$ cat src/rtl/pcie_phy_pkg.sv
// Shared PCIe PHY definitions.
// FSM encodings and clock-generator defaults.
package pcie_phy_pkg;

  typedef enum logic [1:0] {
    ST_STOPPED  = 2'd0,
    ST_RUN      = 2'd1,
    ST_STOPPING = 2'd2
  } clkgen_state_e;

  localparam int CLKGEN_NUM_OUT    = 3;
  localparam int CLKGEN_BASE_SHIFT = 3;

endpackage

$ cat src/rtl/clk_div_gen.sv
// Synchronous power-of-two clock divider bank.
// All flops on clk_32f; outputs come straight from registers.
module clk_div_gen
  import pcie_phy_pkg::*;
#(
  parameter int NUM_OUT    = CLKGEN_NUM_OUT,
  parameter int BASE_SHIFT = CLKGEN_BASE_SHIFT,
  localparam int CNT_W     = BASE_SHIFT + NUM_OUT - 1
) (
  input  logic               clk_32f,
  input  logic               reset,
  input  logic               en,
  input  logic               sync,
  output logic [NUM_OUT-1:0] clk_out,
  output logic [NUM_OUT-1:0] rise_stb,
  output logic               running,
  output logic               locked
);

  clkgen_state_e      state_q, state_d;
  logic [CNT_W-1:0]   cnt_q, cnt_d;
  logic               locked_q, locked_d;
  logic               running_q, running_d;
  logic [NUM_OUT-1:0] stb_q, stb_d;
  logic               cnt_max;

  assign cnt_max = (cnt_q == '1);

  // State, counter and registered outputs
  always_ff @(posedge clk_32f) begin
    if (!reset) begin
      state_q   <= ST_STOPPED;
      cnt_q     <= '0;
      locked_q  <= 1'b0;
      running_q <= 1'b0;
      stb_q     <= '0;
    end else begin
      state_q   <= state_d;
      cnt_q     <= cnt_d;
      locked_q  <= locked_d;
      running_q <= running_d;
      stb_q     <= stb_d;
    end
  end

  // Next state, counter and lock
  always_comb begin
    state_d  = state_q;
    cnt_d    = cnt_q;
    locked_d = locked_q;
    unique case (state_q)
      ST_STOPPED: begin
        cnt_d = '0;
        if (en) state_d = ST_RUN;
      end
      ST_RUN: begin
        if (sync) begin
          cnt_d    = '0;
          locked_d = 1'b0;
        end else begin
          cnt_d = cnt_q + CNT_W'(1);
          if (cnt_max) locked_d = 1'b1;
        end
        if (!en) state_d = ST_STOPPING;
      end
      ST_STOPPING: begin
        if (sync) begin
          cnt_d   = '0;
          state_d = ST_STOPPED;
        end else begin
          cnt_d = cnt_q + CNT_W'(1);
          if (en) state_d = ST_RUN;
          else if (cnt_max) state_d = ST_STOPPED;
        end
      end
      default: begin
        cnt_d   = '0;
        state_d = ST_STOPPED;
      end
    endcase
    if (state_d == ST_STOPPED) locked_d = 1'b0;
  end

  // Strobe on each output's rising bit, plus run flag
  always_comb begin
    stb_d     = cnt_d[CNT_W-1:BASE_SHIFT-1]
              & ~cnt_q[CNT_W-1:BASE_SHIFT-1];
    running_d = (state_d != ST_STOPPED);
  end

  assign clk_out  = cnt_q[CNT_W-1:BASE_SHIFT-1];
  assign rise_stb = stb_q;
  assign running  = running_q;
  assign locked   = locked_q;

endmodule

$ cat config.mk
export PLATFORM = sky130hd
export DESIGN_NAME = clk_div_gen
export DESIGN_NICKNAME = d
export VERILOG_FILES = /design/src/rtl/pcie_phy_pkg.sv /design/src/rtl/clk_div_gen.sv
export SDC_FILE = /design/constraint.sdc
export NUM_CORES = 1
export LEC_CHECK = 0
export ABC_AREA = 0
export CELL_PAD_IN_SITES_DETAIL_PLACEMENT = 0
export CELL_PAD_IN_SITES_GLOBAL_PLACEMENT = 1
export CORE_MARGIN = 5
export CORE_UTILIZATION = 31
export DETAILED_ROUTE_END_ITERATION = 6
export PLACE_DENSITY_LB_ADDON = 0.05
export RECOVER_POWER = 50
export SLEW_MARGIN = 20
export SYNTH_ARGS = -nofsm -noshare
export SYNTH_HDL_FRONTEND = slang
export SYNTH_SLANG_ARGS = --single-unit
export TNS_END_PERCENT = 30
$ cat constraint.sdc
create_clock -name clk_32f -period 1.3 [get_ports clk_32f]
set_input_delay 0.325 -clock clk_32f [delete_from_list [all_inputs] [get_ports clk_32f]]
set_output_delay 0.325 -clock clk_32f [all_outputs]
set_load 0.1 [all_outputs]
==> Word level (Yosys, flattened, before mapping) <==
Cells that the tools add are included.
{ "classes": {"n_addsub": 1, "reduce_logical": 8, "n_bitwise": 4, "n_mux": 10, "n_eq_ne": 3} }
{ "ops": {"columns": ["operator", "count"], "rows": [
  ["2-bit 2-to-1 mux", 5],
  ["5-bit 2-to-1 mux", 2],
  ["2-bit case mux with 3 select lines", 1],
  ["5-bit by 1-bit adder with 5-bit output (second input constant)", 1],
  ["5-bit equality test (second input constant)", 1],
  ["2-bit logical NOT", 2],
  ["2-bit nonzero test", 2],
  ["2-bit OR reduction", 2],
  ["3-bit AND", 1],
  ["3-bit inverter", 1],
  ["3-bit OR reduction", 1],
  ["2-bit by 1-bit equality test with 1-bit output (second input constant)", 1],
  ["2-bit equality test (second input constant)", 1],
  ["1-bit 2-to-1 mux", 2],
  ["1-bit inverter", 2],
  ["2-bit AND reduction", 1]
]} }
{ "word_totals": {"ff_bits": 12} }

==> Longest topological paths before layout <==
Gate-level depths: netlist of run 1.
{ "depth": {"depth_word": 7, "ltp_mapped": 7} }

==> Least setup slack after synthesis of run 1 <==
No wires, ideal clock.
{ "synth_path": {"path_kind": "reg2reg", "from": "reg locked (netlist name)", "to": "reg locked_q, in the netlist locked", "path_slack_ns": -0.153, "setup_ns": 0.066, "path_buffers": 0, "stages_incl_launch_ff": 4, "required_time_ns": 1.234, "t_arrival_ns": 1.387, "cell_sequence": "dfxtp_1 a21oi_1 a211o_1 a21oi_2"} }
{ "synth_rtl": {"columns": ["item", "line", "source"], "rows": [
  ["end signal, assigned", "clk_div_gen.sv:40", "locked_q <= locked_d;"],
  ["end, declared", "clk_div_gen.sv:22", "logic locked_q, locked_d;"]
]} }

==> Final worst setup path of run 1 <==
{ "layout_path": {"from": "reg cnt_q[1]", "to": "reg locked_q, in the netlist locked"} }
{ "layout_between": {"elab_chain_len": 7} }
{ "layout_rtl": {"columns": ["item", "line", "source"], "rows": [
  ["start, declared", "clk_div_gen.sv:21", "logic [CNT_W-1:0] cnt_q, cnt_d;"],
  ["start signal, assigned", "clk_div_gen.sv:39", "cnt_q <= cnt_d;"],
  ["5-bit equality test (*)", "clk_div_gen.sv:27", "assign cnt_max = (cnt_q == '1);"],
  ["2-bit 2-to-1 mux", "clk_div_gen.sv:73", "else if (cnt_max) state_d = ST_STOPPED;"],
  ["2-bit 2-to-1 mux", "clk_div_gen.sv:72", "if (en) state_d = ST_RUN;"],
  ["2-bit 2-to-1 mux", "clk_div_gen.sv:67", "if (sync) begin"],
  ["2-bit case mux with 3 select lines", "clk_div_gen.sv:51", "unique case (state_q)"],
  ["2-bit logical NOT", "clk_div_gen.sv:81", "if (state_d == ST_STOPPED) locked_d = 1'b0;"],
  ["2-bit OR reduction (no line)", null, null]
]} }
Mark *: on every way between the ends. The rest lies on a longest branch, timed or not.
A chain may end at the register's enable or synchronous reset.

==> key figures, run 1 <==
Run status
  – Status: complete, but fails checks
  – Failing checks: negative setup slack

STA
  – Worst hold slack: 0.521 ns
  – Finish-stage setup viols: 4
  – Final period util: 107%
  – Worst slew margin: 80.0%
  – Final TNS setup: -0.243 ns
  – Fmax: 0.722 GHz
  – Final Hold Fails: 0
  – Final setup margin: -0.0855 ns
  – Skew final: 0.000470 ns
  – Max Slew Vio Count: 0
  – Tmin final: 1.39 ns
  – RSZ-0062 raised after global routing: true
  – Actual slew at the worst max-slew pin: 0.302 ns

Synth
  – Distinct cells, synth: 20
  – Net Count, Synth: 64
  – Largest cells by area after synthesis: dfxtp_1, ha_1, nor2_1
  – Synth cell count leaders: dfxtp_1, nor2_1, ha_1, inv_1
  – Synth async-reset ratio: 0%
  – Top cell type's share of synthesized area: 45.1%
  – Most frequent cell after synthesis: dfxtp_1
  – #FFs+latches synth: 12
  – Synth warn: 0
  – Post-synth top area cell: dfxtp_1
  – Synthesized instance count: 54
  – Post-synth EDFFs: 0
  – Main flop type after synthesis: dfxtp_1
  – Mapped Avg Cell Area: 9.87 um2
  – Sequential-to-total area share from yosys stat: 45.1%
  – Post-Syn Area: 533 um2

Power and ir drop
  – Switching Share: 30.2%
  – Gate power share: 26.3%
  – Int Pwr: 577 uW
  – P_sw: 249 uW
  – Seq pwr share: 48.0%
  – Max VDD drop: 949 uV
  – Clock share of power: 25.7%
  – Pwr per Cell Area: 1030 nW/um2
  – Leakage: 0.000326 uW
  – Final Total Pwr: 827 uW

Layout
  – NumNets Final: 87
  – Register Area: 245 um2
  – Multi-input gate area: 278 um2
  – Area grow syn2layout: 50.5%
  – ANT cells: 0
  – Layout Cells excl Fill: 92
  – # fillers: 163
  – Layout cell share with drive strength beyond 1: 44.0%

Floorplan
  – Full die area: 2650 um2
  – Io pins: 12
  – Die height: 51.5 um
  – Initial Util: 31.6%
  – FP Rows: 15
  – Core ar.: 1690 um2
  – Die width: 51.5 um

CTS
  – CTS buffer count: 3
  – CTS tree: built
  – Clock-pin slew on the worst setup and hold paths: 0.07 ns
  – Clock root buffer: clkbuf_4
  – Clk_lat worst skew: 0.26 ns
  – CTS Sinks: 12
  – Post-CTS Setup Inserts: 0
  – Max Root-Sink Buffers: 2
  – H-tree level count: 1

Critical path
  – Critical Path Start Type: flop
  – Reg2reg end: locked
  – CP max FO: 3
  – Reg2Reg Depth: 7
  – CP Class: flop to flop
  – Crit. End Element: flop
  – R2r startpoint: cnt_q[1]
  – Critical path launch point: cnt_q[1]
  – Register-to-register setup slack: -0.09 ns
  – Critical path data required time: 1.50 ns
  – Critical path capture point: locked
  – Critical path arrival: 1.58 ns

Routing
  – Iter 0 DRT Violations: 3
  – Vias: 407
  – Antenna viol nets, final: 0
  – DRC: 0
  – Routed WL per cell: 10.2 um
  – Routed wire length: 938 um
  – Drt pass-1 iters: 2
  – DR vias/cell: 4.42

Job
  – Maxcap violations: 0

Placed design
  – DP HPWL: 758 um
  – Placed insts: 89
  – Worst slack, placed: -0.254 ns
  – Final weighted congestion in routability-driven placement: 0.728
  – # port buffers: 11

GRT
  – Aggregate global-route resource usage: 8.36%
  – Grt ovf: 0
  – Global-route wire length before repair: 1610 um
  – Initial antenna violation count: 0
  – Vias in the first global route: 390
  – Largest net degree at the start of global routing: 9

Min path
  – Worst Hold Class: flop to flop
  – Worst Min Path Start: cnt_q[0]
-- power by group through the flow --
stage,logic [uW],registers (uW),clock network [uW]
6_report,218,397,212
5_1_grt,241,399,249
4_1_cts,241,402,227
3_5_place_dp,241,410,0
3_3_place_gp,243,411,0
2_1_floorplan,92.2,463,0
-- placed cells by master (no fill, tap or decap), drive strengths merged, types with 2 or more instances in the layout --
master | synthesis | final
buf | 3 | 16
clkdlybuf4s50 | 0 | 3
dfxtp | 12 | 12
inv | 6 | 6
clkbuf | 0 | 5
ha | 6 | 6
nor2 | 7 | 7
a21oi | 6 | 6
nor3 | 2 | 2
-- state kept, by name, indices dropped and copies added (netlist names) --
signal    cells
cnt_q         5
locked        1
rise_stb      3
running       1
state_q       2
-- metal layers --
metal  track usage (%)  wire (um)  vias to the layer above
met1              9.22        427                      181
li1                  -          -                      217
met5                 0          0                        -
met3              5.25         65                        0
met4              1.31          0                        0
met2              13.8        445                        9
-- metrics by stage --
step,instance area [um2],utilization [%]
3_3_place_gp,831,49.2
2_1_floorplan,567,-
5_1_grt,802,47.5
6_report,802,47.5
3_5_place_dp,831,49.2
4_1_cts,853,50.5
-- worst min path at each step --
stage / end / slack, ns / cells after the start
6_report: cnt_q[0] / 0.52 / 2
5_1_grt: cnt_q[0] / 0.55 / 2
4_1_cts: cnt_q[0] / 0.53 / 2
3_5_place_dp: cnt_q[0] / 0.52 / 2
3_3_place_gp: cnt_q[0] / 0.51 / 2
2_1_floorplan: cnt_q[0] / 0.42 / 1
-- layout make-up --
class / instances / share of cell area, %
clock buffers: 3 / 2.81
inverters: 6 / 2.81
multi-input cells: 33 / 34.6
flip-flops and latches: 12 / 30.6
well taps: 17 / 2.65
repair buffers: 21 / 26.5
-- critical path, stage by stage (launching register included) --
cell and delay, ns:
dfxtp_2 0.34, ha_4 0.15, and3_4 0.15, ha_4 0.15, inv_2 0.04, a21oi_2 0.05
o31a_1 0.32, a21oi_2 0.12
-- logic make-up (layout without fill, tap and decap cells) --
logic type                 count (synthesis)  after routing  share of synthesized area [%]
and+or+nand+nor                           15             15                           15.5
DFF                                       12             12                           45.1
AOI/OAI and AO/OA                         10             10                           13.6
buffers and inverters                      9             30                           8.45
adders and majority gates                  6              6                           14.1
xor gates and xnor gates                   2              2                           3.29
-- timing repair --
action                     CTS  global route
pin swaps                    5             1
resized for setup            0             1
hold buffers                 0             0
cloned                       0             0
setup endpoints to repair    4             7
Note: power is estimated with default switching activity, not from simulation.
==> run 2, diff against run 1 <==
==> constraint.sdc (replaced) <==
create_clock -name clk_32f -period 1.3 [get_ports clk_32f]
set_input_delay 0.26 -clock clk_32f [delete_from_list [all_inputs] [get_ports clk_32f]]
set_output_delay 0.26 -clock clk_32f [all_outputs]
set_load 0.1 [all_outputs]
==> key figures, run 2 (synthesis gave the netlist of run 1 again) <==
Min path
  – Worst Hold Class: flop to flop (unchanged)

Placed design
  – Worst slack, placed: -0.199 ns (was -0.254 ns)
  – Placed cell area: 831 um2 (unchanged)
  – Final weighted congestion in routability-driven placement: 0.726 (was 0.728)
  – # port buffers: 11 (unchanged)
  – DP HPWL: 776 um (was 758 um)

Floorplan
  – Die height: 51.5 um (unchanged)
  – Core ar.: 1690 um2 (unchanged)
  – Initial Util: 31.6% (unchanged)
  – Io pins: 12 (unchanged)
  – Die width: 51.5 um (unchanged)
  – Full die area: 2650 um2 (unchanged)
  – FP Rows: 15 (unchanged)

Power and ir drop
  – Leakage: 0.000332 uW (was 0.000326 uW)
  – Pwr per Cell Area: 1040 nW/um2 (was 1030 nW/um2)
  – Max VDD drop: 805 uV (was 949 uV)

Critical path
  – Worst-path cell chain: ha_4 > and3_4 > ha_4 > inv_2 > a21oi_2 > o31a_1 > a21oi_2 (unchanged)
  – CP Class: flop to flop (unchanged)
  – Top Family by Delay on Critical Path: compound AO/OA/AOI/OAI gates (unchanged)
  – Crit. End Element: flop (unchanged)
  – Critical Path Start Type: flop (unchanged)
  – WP buf/inv: 1 (unchanged)
  – Crit-path slowest cell: dfxtp_2 (unchanged)
  – Register-to-register setup slack: -0.09 ns (about the same)
  – CP max FO: 3 (unchanged)
  – Critical path data required time: 1.50 ns (about the same)
  – Critical path arrival: 1.60 ns (was 1.58 ns)
  – Slowest stage delay, CP: 0.34 ns (about the same)

STA
  – Actual slew at the worst max-slew pin: 0.303 ns (was 0.302 ns)
  – Final Hold Fails: 0 (unchanged)
  – Fmax: 0.718 GHz (was 0.722 GHz)
  – RSZ-0062 raised after global routing: true (unchanged)
  – Worst slew margin: 79.9% (was 80.0%)
  – Max Slew Vio Count: 0 (unchanged)
  – Finish-stage setup viols: 4 (unchanged)
  – Final TNS setup: -0.263 ns (was -0.243 ns)
  – Worst hold slack: 0.529 ns (was 0.521 ns)
  – Final period util: 107% (about the same)
  – Tmin final: 1.39 ns (about the same)
  – Skew final: 0.00159 ns (was 0.000470 ns)
  – Final setup margin: -0.0936 ns (was -0.0855 ns)

CTS
  – CTS tree: built (unchanged)
  – Clk_lat worst skew: 0.26 ns (about the same)
  – Clock-pin slew on the worst setup and hold paths: 0.07 ns (about the same)
  – Hold_buf cts: 0 (unchanged)
  – Clock root buffer: clkbuf_4 (unchanged)
  – CTS buffer count: 3 (unchanged)
  – H-tree level count: 1 (unchanged)
  – CTS Sinks: 12 (unchanged)
  – Max Root-Sink Buffers: 2 (unchanged)

Routing
  – Routed wire length: 986 um (was 938 um)
  – Routed WL per cell: 10.5 um (was 10.2 um)
  – Iter 0 DRT Violations: 2 (was 3)
  – Vias: 420 (was 407)
  – Drt pass-1 iters: 2 (unchanged)
  – DRC: 0 (unchanged)
  – DR vias/cell: 4.47 (was 4.42)
  – Antenna viol nets, final: 0 (unchanged)

GRT
  – Aggregate global-route resource usage: 8.48% (was 8.36%)
  – Global-route wire length before repair: 1640 um (was 1610 um)
  – Largest net degree at the start of global routing: 9 (unchanged)
  – Initial antenna violation count: 0 (unchanged)
  – Grt ovf: 0 (unchanged)
  – Vias in the first global route: 400 (was 390)

Layout
  – Most common cell after layout, fill and taps aside: buf_4 (unchanged)
  – Post-route cell area: 805 um2 (was 802 um2)
  – ANT cells: 0 (unchanged)
  – Layout cell share with drive strength beyond 1: 45.5% (was 44.0%)
  – Most frequent cells in the layout: buf_4, clkbuf_4, dfxtp_1 (was buf_4, dfxtp_1, nor2_1)
  – Largest register FFs: 5 (unchanged)
  – Core Util, Final: 47.6% (was 47.5%)
  – Most flops, register: cnt_q (unchanged)
  – NumNets Final: 89 (was 87)
  – Area grow syn2layout: 50.9% (was 50.5%)

Run status
  – Status: complete, but fails checks (unchanged)
  – Failing checks: negative setup slack (unchanged)

Job
  – Maxcap violations: 0 (unchanged)
-- run 2: final timing paths --
path | start | to | cells after the start
setup / recovery | cnt_q[0] | running | 7
hold / removal | cnt_q[0] | cnt_q[0] | 2
setup reg to reg | cnt_q[0] | running | 7
hold reg to reg | cnt_q[0] | cnt_q[0] | 2
-- run 2: layer usage --
metal | GRT usage [%] | wire [um] | share of wire, %
met1 | 8.87 | 466 | 47
met2 | 14.6 | 461 | 47
met3 | 4.37 | 58 | 5.9
met4 | 2.62 | 0 | 0
met5 | 0 | 0 | 0
-- run 2: cell type report --
cell class | count | area [um2]
Clock buffer | 3 | 22.5
Fill cell | 156 | 885
Inverter | 6 | 22.5
Multi-Input combinational cell | 33 | 278
Sequential cell | 12 | 245
Tap cell | 17 | 21.3
Timing Repair Buffer | 23 | 215
-- run 2: stage by stage --
| stage | power, uW | instances |
|---|---|---|
| global placement | 654 | 89 |
| detailed placement | 652 | 89 |
| finish | 833 | 94 |
| global route | 891 | 94 |
| floorplan | 555 | 54 |
| CTS | 874 | 92 |
-- run 2: tightest hold or removal path, delay by kind of cell, from the launching register on --
family | cells | cell delay (ns)
flip-flops | 1 | 0.35
AND/OR/NAND/NOR | 1 | 0.03
buffers and inverters | 1 | 0.11
-- run 2: timing repair --
item | 4_1_cts | 5_1_grt
resized for setup | 0 | 1
buffers inserted | 0 | 2
endpoints found under the setup margin | 4 | 5
pin swaps | 6 | 3
-- run 2: report_power, final --
group | total (uW) | leakage [uW] | internal (uW) | switching (uW)
combinational | 219 | 0.000219 | 82.5 | 137
clock | 216 | 0.0000138 | 107 | 109
sequential | 398 | 0.0000992 | 388 | 9.58
total | 833 | 0.000332 | 578 | 255
==> run 3, diff against run 2 <==
--- a/config.mk
+++ b/config.mk
@@ -6,6 +6,7 @@
 export NUM_CORES = 1
 export LEC_CHECK = 0
 export ABC_AREA = 0
+export CAP_MARGIN = 30
 export CELL_PAD_IN_SITES_DETAIL_PLACEMENT = 0
 export CELL_PAD_IN_SITES_GLOBAL_PLACEMENT = 1
 export CORE_MARGIN = 5
@@ -17,4 +18,4 @@
 export SYNTH_ARGS = -nofsm -noshare
 export SYNTH_HDL_FRONTEND = slang
 export SYNTH_SLANG_ARGS = --single-unit
-export TNS_END_PERCENT = 30
+export TNS_END_PERCENT = 20
==> results of run 3 <==
Same layout as run 2: the final DEF is identical, and so are final timing and power.
